## src/rtl/tetris_pkg.sv

```systemverilog
`default_nettype none
// ------------------------------------------------------------------
// tetris_pkg : command codes, game-state codes, priority helper
// Rev 1.0
// ------------------------------------------------------------------
package tetris_pkg;

  typedef logic [2:0] cmd_t;

  localparam cmd_t CMD_LEFT     = 3'd0;
  localparam cmd_t CMD_RIGHT    = 3'd1;
  localparam cmd_t CMD_ROTATE   = 3'd2;
  localparam cmd_t CMD_DROP     = 3'd3;
  localparam cmd_t CMD_HARDDROP = 3'd4;

  localparam logic [2:0] GS_START = 3'd0;
  localparam logic [2:0] GS_PLAY  = 3'd1;
  localparam logic [2:0] GS_CLEAR = 3'd2;
  localparam logic [2:0] GS_LOSE  = 3'd3;

  // Pending vector is indexed by command code.
  function automatic cmd_t pick_cmd(input logic [4:0] pend);
    if (pend[CMD_HARDDROP]) return CMD_HARDDROP;
    if (pend[CMD_ROTATE])   return CMD_ROTATE;
    if (pend[CMD_LEFT])     return CMD_LEFT;
    if (pend[CMD_RIGHT])    return CMD_RIGHT;
    return CMD_DROP;
  endfunction

endpackage
`default_nettype wire

```

## src/rtl/tetris_repeat_timer.sv

```systemverilog
`default_nettype none
// ------------------------------------------------------------------
// tetris_repeat_timer : held left/right auto-repeat, one-cycle fire pulse
// Rev 1.0
// ------------------------------------------------------------------
module tetris_repeat_timer #(
  parameter int CNT_W        = 26,
  parameter int REPEAT_DELAY = 15_000_000,
  parameter int REPEAT_RATE  = 5_000_000
) (
  input  logic clk,
  input  logic rst,
  input  logic left_i,
  input  logic right_i,
  output logic fire_o
);

  localparam logic [CNT_W-1:0] c_FIRE_AT = CNT_W'(REPEAT_DELAY - 1);
  // Reloading here makes the next fire land exactly REPEAT_RATE cycles later.
  localparam logic [CNT_W-1:0] c_RELOAD  = CNT_W'(REPEAT_DELAY - REPEAT_RATE);

  logic [CNT_W-1:0] cnt_q, cnt_d;
  logic             held;

  assign held   = left_i ^ right_i;
  assign fire_o = held && (cnt_q == c_FIRE_AT);

  always_comb begin
    cnt_d = '0;
    if (held) begin
      cnt_d = fire_o ? c_RELOAD : cnt_q + CNT_W'(1);
    end
  end

  always_ff @(posedge clk) begin
    if (rst) begin
      cnt_q <= '0;
    end else begin
      cnt_q <= cnt_d;
    end
  end

endmodule
`default_nettype wire

```

## src/rtl/tetris_cmd_scheduler.sv

```systemverilog
`default_nettype none
// ------------------------------------------------------------------
// tetris_cmd_scheduler : serialises button, auto-repeat and gravity events
// Rev 1.0
// ------------------------------------------------------------------
module tetris_cmd_scheduler
  import tetris_pkg::*;
#(
  parameter int CNT_W        = 26,
  parameter int DROP_PERIOD  = 50_000_000,
  parameter int FAST_PERIOD  = 5_000_000,
  parameter int REPEAT_DELAY = 15_000_000,
  parameter int REPEAT_RATE  = 5_000_000
) (
  input  logic             clk,
  input  logic             rst,
  input  logic             move_left_i,
  input  logic             move_right_i,
  input  logic             rotate_i,
  input  logic             move_fast_i,
  input  logic             move_tobottom_i,
  input  logic             enable_i,
  input  logic             game_over_i,
  output logic             cmd_valid_o,
  output logic [2:0]       cmd_code_o,
  input  logic             cmd_ready_i,
  output logic [CNT_W-1:0] drop_count_o
);

  localparam logic [1:0] c_IDLE  = 2'd0;
  localparam logic [1:0] c_OFFER = 2'd1;
  localparam logic [1:0] c_HALT  = 2'd2;

  localparam logic [CNT_W-1:0] c_DROP_LAST = CNT_W'(DROP_PERIOD - 1);
  localparam logic [CNT_W-1:0] c_FAST_LAST = CNT_W'(FAST_PERIOD - 1);

  logic [1:0]       state_q, state_d;
  logic [4:0]       pend_q, pend_d;
  logic [4:0]       btn_q, btn;
  cmd_t             code_q, code_d;
  logic [CNT_W-1:0] drop_cnt_q, drop_cnt_d;

  logic             rep_fire;
  logic [4:0]       set_vec, eff, clr;
  logic [CNT_W-1:0] p_last;
  logic             grav_run, grav_fire, lr_conflict, arb, xfer, hd_accept, halt_now;
  cmd_t             winner;

  // Button vector laid out by command code; the DROP slot has no button.
  assign btn = {move_tobottom_i, 1'b0, rotate_i, move_right_i, move_left_i};

  tetris_repeat_timer #(
    .CNT_W        (CNT_W),
    .REPEAT_DELAY (REPEAT_DELAY),
    .REPEAT_RATE  (REPEAT_RATE)
  ) u_repeat (
    .clk     (clk),
    .rst     (rst),
    .left_i  (btn_q[CMD_LEFT]),
    .right_i (btn_q[CMD_RIGHT]),
    .fire_o  (rep_fire)
  );

  assign p_last      = move_fast_i ? c_FAST_LAST : c_DROP_LAST;
  assign grav_run    = enable_i && (state_q != c_HALT);
  assign grav_fire   = grav_run && (drop_cnt_q >= p_last);
  assign halt_now    = game_over_i || (state_q == c_HALT);
  assign xfer        = (state_q == c_OFFER) && cmd_ready_i;
  assign hd_accept   = xfer && (code_q == CMD_HARDDROP);
  assign arb         = (state_q == c_IDLE) && enable_i;
  assign lr_conflict = pend_q[CMD_LEFT] && pend_q[CMD_RIGHT];
  assign eff         = lr_conflict ? (pend_q & 5'b11100) : pend_q;
  assign winner      = pick_cmd(eff);

  always_comb begin
    set_vec = enable_i ? ((btn & ~btn_q)
                          | {3'b000, rep_fire & btn_q[CMD_RIGHT], rep_fire & btn_q[CMD_LEFT]})
                       : 5'b00000;
    set_vec = set_vec | {1'b0, grav_fire, 3'b000};

    clr = 5'b00000;
    if (arb) begin
      if (lr_conflict) clr = 5'b00011;
      if (|eff)        clr = clr | (5'b00001 << winner);
    end

    // Setting wins over consuming so an edge landing on the consume cycle survives.
    pend_d = (pend_q & ~clr) | set_vec;
    if (hd_accept) pend_d[CMD_DROP] = 1'b0;
    if (halt_now)  pend_d = 5'b00000;

    drop_cnt_d = drop_cnt_q;
    if (grav_run) drop_cnt_d = grav_fire ? '0 : drop_cnt_q + CNT_W'(1);
    if (hd_accept || halt_now) drop_cnt_d = '0;

    state_d = state_q;
    code_d  = code_q;
    case (state_q)
      c_IDLE: begin
        if (arb && (|eff)) begin
          state_d = c_OFFER;
          code_d  = winner;
        end
      end
      c_OFFER: if (cmd_ready_i) state_d = c_IDLE;
      c_HALT:  if (!game_over_i) state_d = c_IDLE;
      default: state_d = c_IDLE;
    endcase
    if (game_over_i) state_d = c_HALT;
  end

  always_ff @(posedge clk) begin
    if (rst) begin
      state_q    <= c_IDLE;
      pend_q     <= '0;
      btn_q      <= '0;
      code_q     <= CMD_LEFT;
      drop_cnt_q <= '0;
    end else begin
      state_q    <= state_d;
      pend_q     <= pend_d;
      btn_q      <= btn;
      code_q     <= code_d;
      drop_cnt_q <= drop_cnt_d;
    end
  end

  assign cmd_valid_o  = (state_q == c_OFFER);
  assign cmd_code_o   = code_q;
  assign drop_count_o = drop_cnt_q;

endmodule
`default_nettype wire

```

## config.mk

```make
export PLATFORM = sky130hd
export DESIGN_NAME = tetris_cmd_scheduler
export DESIGN_NICKNAME = d
export VERILOG_FILES = /design/src/rtl/tetris_pkg.sv /design/src/rtl/tetris_repeat_timer.sv /design/src/rtl/tetris_cmd_scheduler.sv
export SDC_FILE = /design/constraint.sdc
export NUM_CORES = 1
export LEC_CHECK = 0
export ABC_AREA = 1
export CELL_PAD_IN_SITES_DETAIL_PLACEMENT = 0
export CELL_PAD_IN_SITES_GLOBAL_PLACEMENT = 1
export CORE_UTILIZATION = 37
export CTS_CLUSTER_DIAMETER = 40
export DETAILED_ROUTE_END_ITERATION = 6
export PLACE_DENSITY_LB_ADDON = 0.1
export SLEW_MARGIN = 20
export SYNTH_ARGS = -nofsm -noshare
export SYNTH_HDL_FRONTEND = slang
export SYNTH_SLANG_ARGS = --single-unit
```

## constraint.sdc

```tcl
create_clock -name clk -period 1.4 [get_ports clk]
set_input_delay 0.14 -clock clk [delete_from_list [all_inputs] [get_ports clk]]
set_output_delay 0.14 -clock clk [all_outputs]
set_load 0.02 [all_outputs]
```

* Yosys cells after proc, flatten, opt, wreduce, memory -nomap -nowiden
Cells that the tools add are included.
Operators by class: $add $sub $neg 2, $lt $le $gt $ge 1, reductions and logical operators 21, shift-type cells 1, bitwise gates (word level) 12, muxes and demuxes 31, eq/ne operators 9
Operators by type and width (count):
- 26-bit by 1-bit adder with 26-bit output, second input constant | 2
- 26-bit two-way mux | 2
- 26-bit by 24-bit == test with 1-bit output, second input constant | 1
- 26-bit >= comparator | 1
- 24-bit two-way mux | 1
- 3-bit two-way mux | 8
- 5-bit two-way mux | 4
- 5-bit AND | 2
- 1-bit two-way mux | 10
- 2-bit two-way mux | 5
- 5-bit NOT | 2
- 5-bit bitwise OR | 2
- 1-bit logical AND | 8
- 2-bit OR reduction | 4
- 3-bit by 2-bit inequality test with 1-bit output, second input constant | 2
- 2-bit AND reduction | 3
- 3-bit OR reduction | 2
- 5-bit by 2-bit bitwise OR with 5-bit output | 1
- 5-bit by 4-bit bitwise OR with 5-bit output | 1
- 5-bit OR reduction | 1
- 1-bit by 3-bit left shift with 5-bit output, first input constant | 1
- 2-bit by 1-bit inequality test with 1-bit output, second input constant | 2
- 2-bit case mux with 2 select lines | 1
- 3-bit == test, second input constant | 1
- 8 further kinds | 10
Word-level totals: input port bits 10, output and inout port bits 30, bits in registers 67, word-level logic and storage cells 87

* Logic depth before layout (Yosys ltp)
Gate-level depths: netlist (run 1).
depth in word-level cells 19, depth in mapped cells 14

* Cells and area by module
From an unflattened synthesis (run 1), not the netlist that was laid out.
Unflattened totals: cell total of the unflattened synthesis 593, area, all modules 3955.0 um2
Modules (own cells, without submodules):
- tetris_cmd_scheduler | times used 1, area each 2458.6 um2, sequential area each 800.8 um2, cells each 367
- tetris_repeat_timer | times used 1, area each 1496.4 um2, sequential area each 520.5 um2, cells each 226

* Least setup slack after synthesis (run 1)
OpenSTA, ideal clock, no wires.
path type register to register, from register drop_cnt_q[1] (netlist: drop_count_o[1]), to register drop_cnt_q[17] (netlist: drop_count_o[17]), clock period less this slack 1679 ps, stages on the path, launching flop included 12, slack -279 ps, arrival 1562 ps, library setup time 117 ps, buffers on the path 1, required time 1283 ps, cell sequence dfxtp_1 ha_1 nand3_2 nor2_1 nand2_1 nand2_1 nand2_1 nand3_1 nand2_2 nand2_4 buf_6 nor2_1
Between the ends: word-level cells in the longest chain between the ends 3, elaborated cells on any way between the ends 4, those cells by class 1 x add/sub; 1 x order compare; 1 x mux; 1 x reduce/logical
RTL lines:
- start: declaration | line tetris_cmd_scheduler.sv:41 | logic [CNT_W-1:0] drop_cnt_q, drop_cnt_d;
- start signal: assignment | line tetris_cmd_scheduler.sv:124 | drop_cnt_q <= drop_cnt_d;
- 26-bit >= comparator | line tetris_cmd_scheduler.sv:66 | assign grav_fire = grav_run && (drop_cnt_q >= p_last);
- 1-bit logical AND | line tetris_cmd_scheduler.sv:66
- 26-bit two-way mux * | line tetris_cmd_scheduler.sv:93 | if (grav_run) drop_cnt_d = grav_fire ? '0 : drop_cnt_q + CNT_W'(1);
Every way passes the cells marked *; elsewhere a longest branch is shown, timed or not. A chain may end at the register's enable or synchronous reset.

* Worst setup path in the final report (run 1)
from register drop_cnt_q[23] (netlist: drop_count_o[23]), to register drop_cnt_q[3] (netlist: drop_count_o[3])
Between the ends: word-level cells in the longest chain between the ends 3
RTL lines (line):
- 26-bit >= comparator | tetris_cmd_scheduler.sv:66
- 1-bit logical AND | tetris_cmd_scheduler.sv:66
- 26-bit two-way mux | tetris_cmd_scheduler.sv:93
Every way passes these cells.

==> impl_metrics.json, run 1 <==
{
  "status": "finished with violations",
  "violations": "setup timing",
  "clock_latency_ps": 350,
  "die_w_um": 103,
  "dieArea_um2": 10500,
  "htreeDepth": 3,
  "ys_ff_latch": 66,
  "relSlewSlack": 0.780,
  "layout-drive-gt1-share": 0.385,
  "cp-start-kind": "flip-flop",
  "swShare": 0.251,
  "holdWs_ps": 343,
  "peakVddDrop_uv": 426,
  "critPathMaxFanout": 7,
  "grt_pass1_wl_um": 17400,
  "antenna_found_initial": 0,
  "overflow": 0,
  "power.internal_mw": 2.85,
  "maxSlewViolCount": 0,
  "ctsRootBufferMaster": "clkbuf_8",
  "grt_pass1_vias": 3829,
  "timing.final.crit_share": 1.13,
  "clock_skew_ps": 5.48,
  "rsz0062_at_grt": "true",
  "cp-end-kind": "flip-flop",
  "ios": 40,
  "placed_cells": 828,
  "power.switching_uw": 955,
  "worstRegToRegCells": 11,
  "via_per_inst": 4.73,
  "crit_required_ps": 1640,
  "r2r_slack_ps": -190,
  "synth_area_um2": 3750,
  "rows": 36,
  "hold_viol": 0,
  "layout_commonest_cell": "nand2_1",
  "track_usage": 0.216,
  "synth.area.top_cells": "dfxtp_1 (35%), nand2_1 (13%), nor2_1 (11%), inv_1 (7.7%), ha_1 (6.0%)",
  "combPwrFrac": 0.100,
  "portBuffers": 39,
  "r2r_start": "drop_count_o[23]$_SDFFE_PP0P_",
  "finalWirelength_um": 11200,
  "critPathLaunch": "drop_count_o[23]$_SDFFE_PP0P_",
  "cts_sinks": 66,
  "worst_pin_slew_ps": 327,
  "place.gp.congestion": 0.843,
  "arrival_ps": 1830,
  "total_power_mw": 3.81,
  "endpoint": "drop_count_o[3]$_SDFFE_PP0P_",
  "initial_core_util": 0.383,
  "hp-class": "in2reg",
  "finalSetupTns_ps": -6500,
  "drc": 0,
  "finalSetupViolCount": 52,
  "nFillCells": 921,
  "final_cells": 862,
  "power.leakage_nw": 2.54,
  "power_density_nw_per_um2": 630,
  "ant_nets": 0,
  "fin_ws_ps": -186,
  "cts_tree": "built",
  "crit_type": "reg2reg",
  "synth_area_leader_cell": "dfxtp_1",
  "design_area_um2": 6040,
  "netlist.area_leader.share": 0.353,
  "power_frac_seq": 0.500,
  "syn_area_per_cell_um2": 6.73,
  "finalNetCount": 752,
  "mostFrequentLayoutCells": "nand2_1 (112), buf_4 (103), nor2_1 (80), inv_1 (74), dfxtp_1 (37)",
  "fp.dieH_um": 103,
  "syn_nets": 585,
  "area_delta_synth_final_pct": 61.3,
  "antenna_cells": 0,
  "synth_cells": 557,
  "yosys_warnings": 0,
  "timing.fmax_mhz": 630,
  "dr.first_iter.drc_count": 123,
  "cts_buffer_depth": 2,
  "dp_hpwl_um": 7940,
  "dpl_cell_area_um2": 5170,
  "postCtsHoldBufs": 0,
  "cap_violations": 0,
  "grt_max_degree": 15,
  "cts_buffers": 9,
  "ys_seq_area_frac": 0.353,
  "fin_crit_ps": 1590,
  "dr.pass1.iters": 4,
  "synth.distinct_cells": 31,
  "num_vias": 4076,
  "core_area_um2": 9770,
  "wl_per_cell_um": 13.0,
  "clkTransAtPathRegs_ps": 70,
  "p_clk_frac": 0.400,
  "r2r-end": "drop_count_o[3]$_SDFFE_PP0P_"
}
==> synth_stat cells <==
cell,number
nor2_2,5
nand3_4,1
o21a_1,1
dfxtp_1,66
a21oi_1,25
nand2_4,1
o21ai_0,16
inv_2,1
buf_8,1
nor4_1,1
nor2_1,109
nand3_2,2
nor3_2,2
a21o_1,1
o21bai_1,2
nand2_2,4
ha_1,18
xor2_1,11
nor2_4,3
nor3_1,18
nand2_1,127
buf_6,4
xor2_2,1
nor3b_1,2
xnor2_1,7
nand3_1,32
nand4_1,13
nand3b_1,3
o22ai_1,2
inv_1,77
a31oi_1,1
==> through the flow <==
| stage | worst slack (ps) | util |
|---|---|---|
| 4_1_cts | -171 | 0.570 |
| 6_report | -186 | 0.618 |
| 2_1_floorplan | -119 | - |
| 3_5_place_dp | -673 | 0.529 |
| 3_3_place_gp | -620 | 0.529 |
| 5_1_grt | -273 | 0.618 |
==> metal layers <==
layer	GRT usage	vias to the layer above	wire length [µm]
met2	0.389	65	5800
met4	0.0978	0	251
met1	0.254	1878	4870
met3	0.0298	21	294
met5	0	-	0
li1	-	2112	-
==> power by group through the flow <==
stage | clock network [mW] | logic, mW | registers, mW
global placement | 0 | 0.295 | 1.94
global route | 1.64 | 0.414 | 1.91
CTS | 1.56 | 0.336 | 1.90
floorplan | 0 | 0.142 | 1.95
finish | 1.52 | 0.379 | 1.90
detailed placement | 0 | 0.299 | 1.94
==> area by class of cell <==
class / count / area [µm²] / share of cell area
clock buffer: 14 / 173 / 0.0286
inverter: 78 / 298 / 0.0493
sequential: 66 / 1380 / 0.228
timing repair buffer: 158 / 1360 / 0.225
tap: 133 / 166 / 0.0275
clock inverter: 2 / 10.0 / 0.00166
multi-input combinational: 411 / 2660 / 0.441
==> logic make-up after synthesis <==
logic type | count (synthesis) | share of synthesized area
flip-flops | 66 | 0.353
adder cells (fa/ha/maj) | 18 | 0.0601
buffers and inverters | 83 | 0.0942
XOR/XNOR | 19 | 0.0464
AND/OR/NAND/NOR | 323 | 0.379
AO/OA/AOI/OAI | 48 | 0.0678
==> timing repair <==
action	in CTS	in global routing
cloned	3	1
pin swaps	15	37
resized for setup	78	99
endpoints found under the setup margin	83	58
buffers inserted	5	10
==> worst min-delay path by stage <==
stage                                       from                      endpoint  slack [ps]  cells after the start
CTS                                     rotate_i           btn_q[2]$_SDFF_PP0_         330                      3
global route                            rotate_i           btn_q[2]$_SDFF_PP0_         360                      3
global placement    u_repeat.cnt_q[0]$_SDFF_PP0_  u_repeat.cnt_q[0]$_SDFF_PP0_         430                      1
detailed placement  u_repeat.cnt_q[0]$_SDFF_PP0_  u_repeat.cnt_q[0]$_SDFF_PP0_         430                      1
finish                           move_tobottom_i           btn_q[4]$_SDFF_PP0_         340                      3
floorplan                            move_left_i           btn_q[0]$_SDFF_PP0_         250                      2
==> critical path, cell delays in order, from the launching register on <==
cell and delay, ps:
dfxtp_2 340, ha_4 270, nand2_4 50, nor2_4 130, nand2_2 70, nor2_2 100, nand2_1 70, nand3_2 60
nand2_2 80, nand2_4 110, clkbuf_16 160, nor2_1 40
==> flip-flops by register name, indices dropped and copies added (netlist names) <==
name	flops
btn_q	4
cmd_code_o	3
drop_count_o	26
pend_q	5
state_q	2
u_repeat.cnt_q	26
No activity file was read; power rests on OpenSTA's default activity.
==> run 2: changes to the inputs <==
ABC_AREA = unset   (was 1)
CORE_UTILIZATION = 38   (was 37)
==> run 2 against run 1 <==
Net effect: the run still ends with setup timing left; hold slack better by 49 ps; core utilization is 0.89 points higher; count of clock-buffer cells in the layout is 3 lower; sequential share of layout area is 2.3 points higher; register-to-register slack worse by 360 ps; non-clock buffer count stayed put; largest cell class unchanged; highest routed layer unchanged.
==> impl_metrics.json, run 2 <==
{
  "grt_pass1_vias": 3224,
  "crit_type": "reg2reg",
  "critPathMaxFanout": 6,
  "fin_ws_ps": -544,
  "ios": 40,
  "htreeDepth": 3,
  "timing.final.crit_share": 1.39,
  "grt_max_degree": 15,
  "grt_pass1_wl_um": 14500,
  "ctsRootBufferMaster": "clkbuf_8",
  "syn_area_per_cell_um2": 8.99,
  "status": "finished with violations",
  "overflow": 0,
  "synth_cells": 376,
  "r2r-end": "drop_count_o[8]$_SDFFE_PP0P_",
  "relSlewSlack": 0.740,
  "dp_hpwl_um": 6400,
  "syn_nets": 404,
  "violations": "setup timing",
  "power.leakage_nw": 2.27,
  "arrival_ps": 2190,
  "cp-end-kind": "flip-flop",
  "ys_ff_latch": 66,
  "cts_sinks": 66,
  "cts_buffer_depth": 2,
  "async_reset_ff_frac": 0,
  "crit_required_ps": 1640,
  "dr.pass1.iters": 4,
  "fin_crit_ps": 1940,
  "worstRegToRegCells": 7,
  "worstHoldStart": "rotate_i",
  "hp-class": "in2reg",
  "wl_per_cell_um": 14.4,
  "rsz0062_at_grt": "true",
  "clock_skew_ps": 5.99,
  "finalWirelength_um": 9390,
  "area_delta_synth_final_pct": 60.9,
  "ys_seq_area_frac": 0.391,
  "num_vias": 3352,
  "clock_latency_ps": 350,
  "cts_tree": "built",
  "synth.distinct_cells": 50,
  "finalNetCount": 565,
  "via_per_inst": 5.16,
  "hold_end": "btn_q[2]$_SDFF_PP0_",
  "layout-drive-gt1-share": 0.430,
  "dr.first_iter.drc_count": 49,
  "drc": 0,
  "clkTransAtPathRegs_ps": 80,
  "mostFrequentLayoutCells": "buf_4 (99), dfxtp_1 (39), xor2_1 (33), nor3_1 (27), nor2_1 (25)",
  "synth.area.top_cells": "dfxtp_1 (39%), xor2_1 (8.5%), ha_1 (6.7%), nor3_1 (5.3%), xnor2_1 (4.1%)",
  "rows": 34,
  "portBuffers": 39,
  "fin_util": 0.627,
  "antenna_found_initial": 0,
  "netlist.area_leader.share": 0.391,
  "timing.fmax_mhz": 515,
  "synth.most_common_cell": "dfxtp_1",
  "synth_top_flop_cell": "dfxtp_1",
  "hold_viol": 0,
  "worst_pin_slew_ps": 390,
  "synth_area_leader_cell": "dfxtp_1",
  "nFillCells": 798,
  "synth_area_um2": 3380,
  "place.gp.congestion": 0.798,
  "dieArea_um2": 9280,
  "fp.dieH_um": 96.3,
  "maxSlewViolCount": 0,
  "initial_core_util": 0.390,
  "power_density_nw_per_um2": 755,
  "ant_nets": 0,
  "core_area_um2": 8680,
  "holdPathStages": 2,
  "synth-edff-count": 0,
  "layout_commonest_cell": "buf_4",
  "synthTopCellsByCount": "dfxtp_1 (66), nor2_1 (37), nor3_1 (36), xor2_1 (33), nand2_1 (23)",
  "peakVddDrop_uv": 693,
  "die_w_um": 96.3,
  "cp-start-kind": "flip-flop",
  "r2r_slack_ps": -540,
  "track_usage": 0.205,
  "r2r_start": "drop_count_o[8]$_SDFFE_PP0P_",
  "postCtsHoldBufs": 0,
  "finalSetupViolCount": 53,
  "cts_buffers": 9,
  "total_power_mw": 4.11,
  "yosys_warnings": 0,
  "cap_violations": 0,
  "antenna_cells": 0
}
==> run 2: area by class of cell <==
cell class	instances	area, µm²	area share
Clock buffer	11	153	0.0280
Tap cell	108	135	0.0248
Timing Repair Buffer	158	1320	0.242
Clock inverter	5	85.1	0.0156
Multi-Input combinational cell	293	2350	0.433
Inverter	9	33.8	0.00621
Sequential cell	66	1370	0.251
==> run 2: worst max path at each step <==
stage	startpoint	end	slack, ps	cells after the start
6_report	drop_count_o[8]$_SDFFE_PP0P_	drop_count_o[8]$_SDFFE_PP0P_	-540	7
5_1_grt	drop_count_o[8]$_SDFFE_PP0P_	drop_count_o[9]$_SDFFE_PP0P_	-650	7
4_1_cts	move_fast_i	drop_count_o[17]$_SDFFE_PP0P_	-510	9
3_5_place_dp	move_fast_i	drop_count_o[15]$_SDFFE_PP0P_	-880	10
3_3_place_gp	move_fast_i	drop_count_o[13]$_SDFFE_PP0P_	-850	9
2_1_floorplan	drop_count_o[8]$_SDFFE_PP0P_	drop_count_o[12]$_SDFFE_PP0P_	-570	7
==> run 2: worst max-delay path, cell delays in order, from the launching register on <==
cell and delay (ps):
dfxtp_4 360, ha_4 260, nand4b_1 90, o211ai_1 200, o2111ai_2 180, a2111oi_4 430, buf_2 260, nor3_1 60
==> run 2: per-layer routing <==
metal	vias up	track usage	share of wire	wire length, µm
li1	1683	-	-	-
met1	1616	0.226	0.42	3960
met2	38	0.384	0.53	5020
met3	15	0.0395	0.023	217
met4	0	0.0784	0.021	193
met5	-	0	0	0
==> run 2: where the power goes <==
part | switching (mW) | leakage, nW | total [mW] | internal [mW]
clock network | 0.789 | 0.115 | 1.91 | 1.12
registers | 0.0129 | 0.548 | 1.90 | 1.89
logic | 0.150 | 1.61 | 0.300 | 0.151
==> run 2: cells by family after synthesis <==
group | count (synthesis) | share of synthesized area
DFF | 66 | 0.391
AOI/OAI and AO/OA | 34 | 0.0696
adders and majority gates | 18 | 0.0666
buffers and inverters | 20 | 0.0344
xor gates and xnor gates | 49 | 0.127
muxes | 4 | 0.0122
and+or+nand+nor | 185 | 0.300
==> run 2: through the flow <==
step	instances	instance area, µm²	TNS (ps)	hold WS (ps)	setup slack (ps)
final	650	5440	-24220	392	-544
after global routing	650	5440	-28540	375	-650
after CTS	642	5210	-23050	367	-507
after detailed placement	620	4800	-38550	488	-884
after global placement	620	4800	-38100	479	-854
after floorplan	376	3540	-23510	219	-567
==> run 2: what timing repair did <==
item	in CTS	in global routing
hold endpoints to repair	0	0
cloned	1	3
endpoints found under the setup margin	88	66
pin swaps	14	19
buffers inserted	5	7
gates resized for setup	76	52
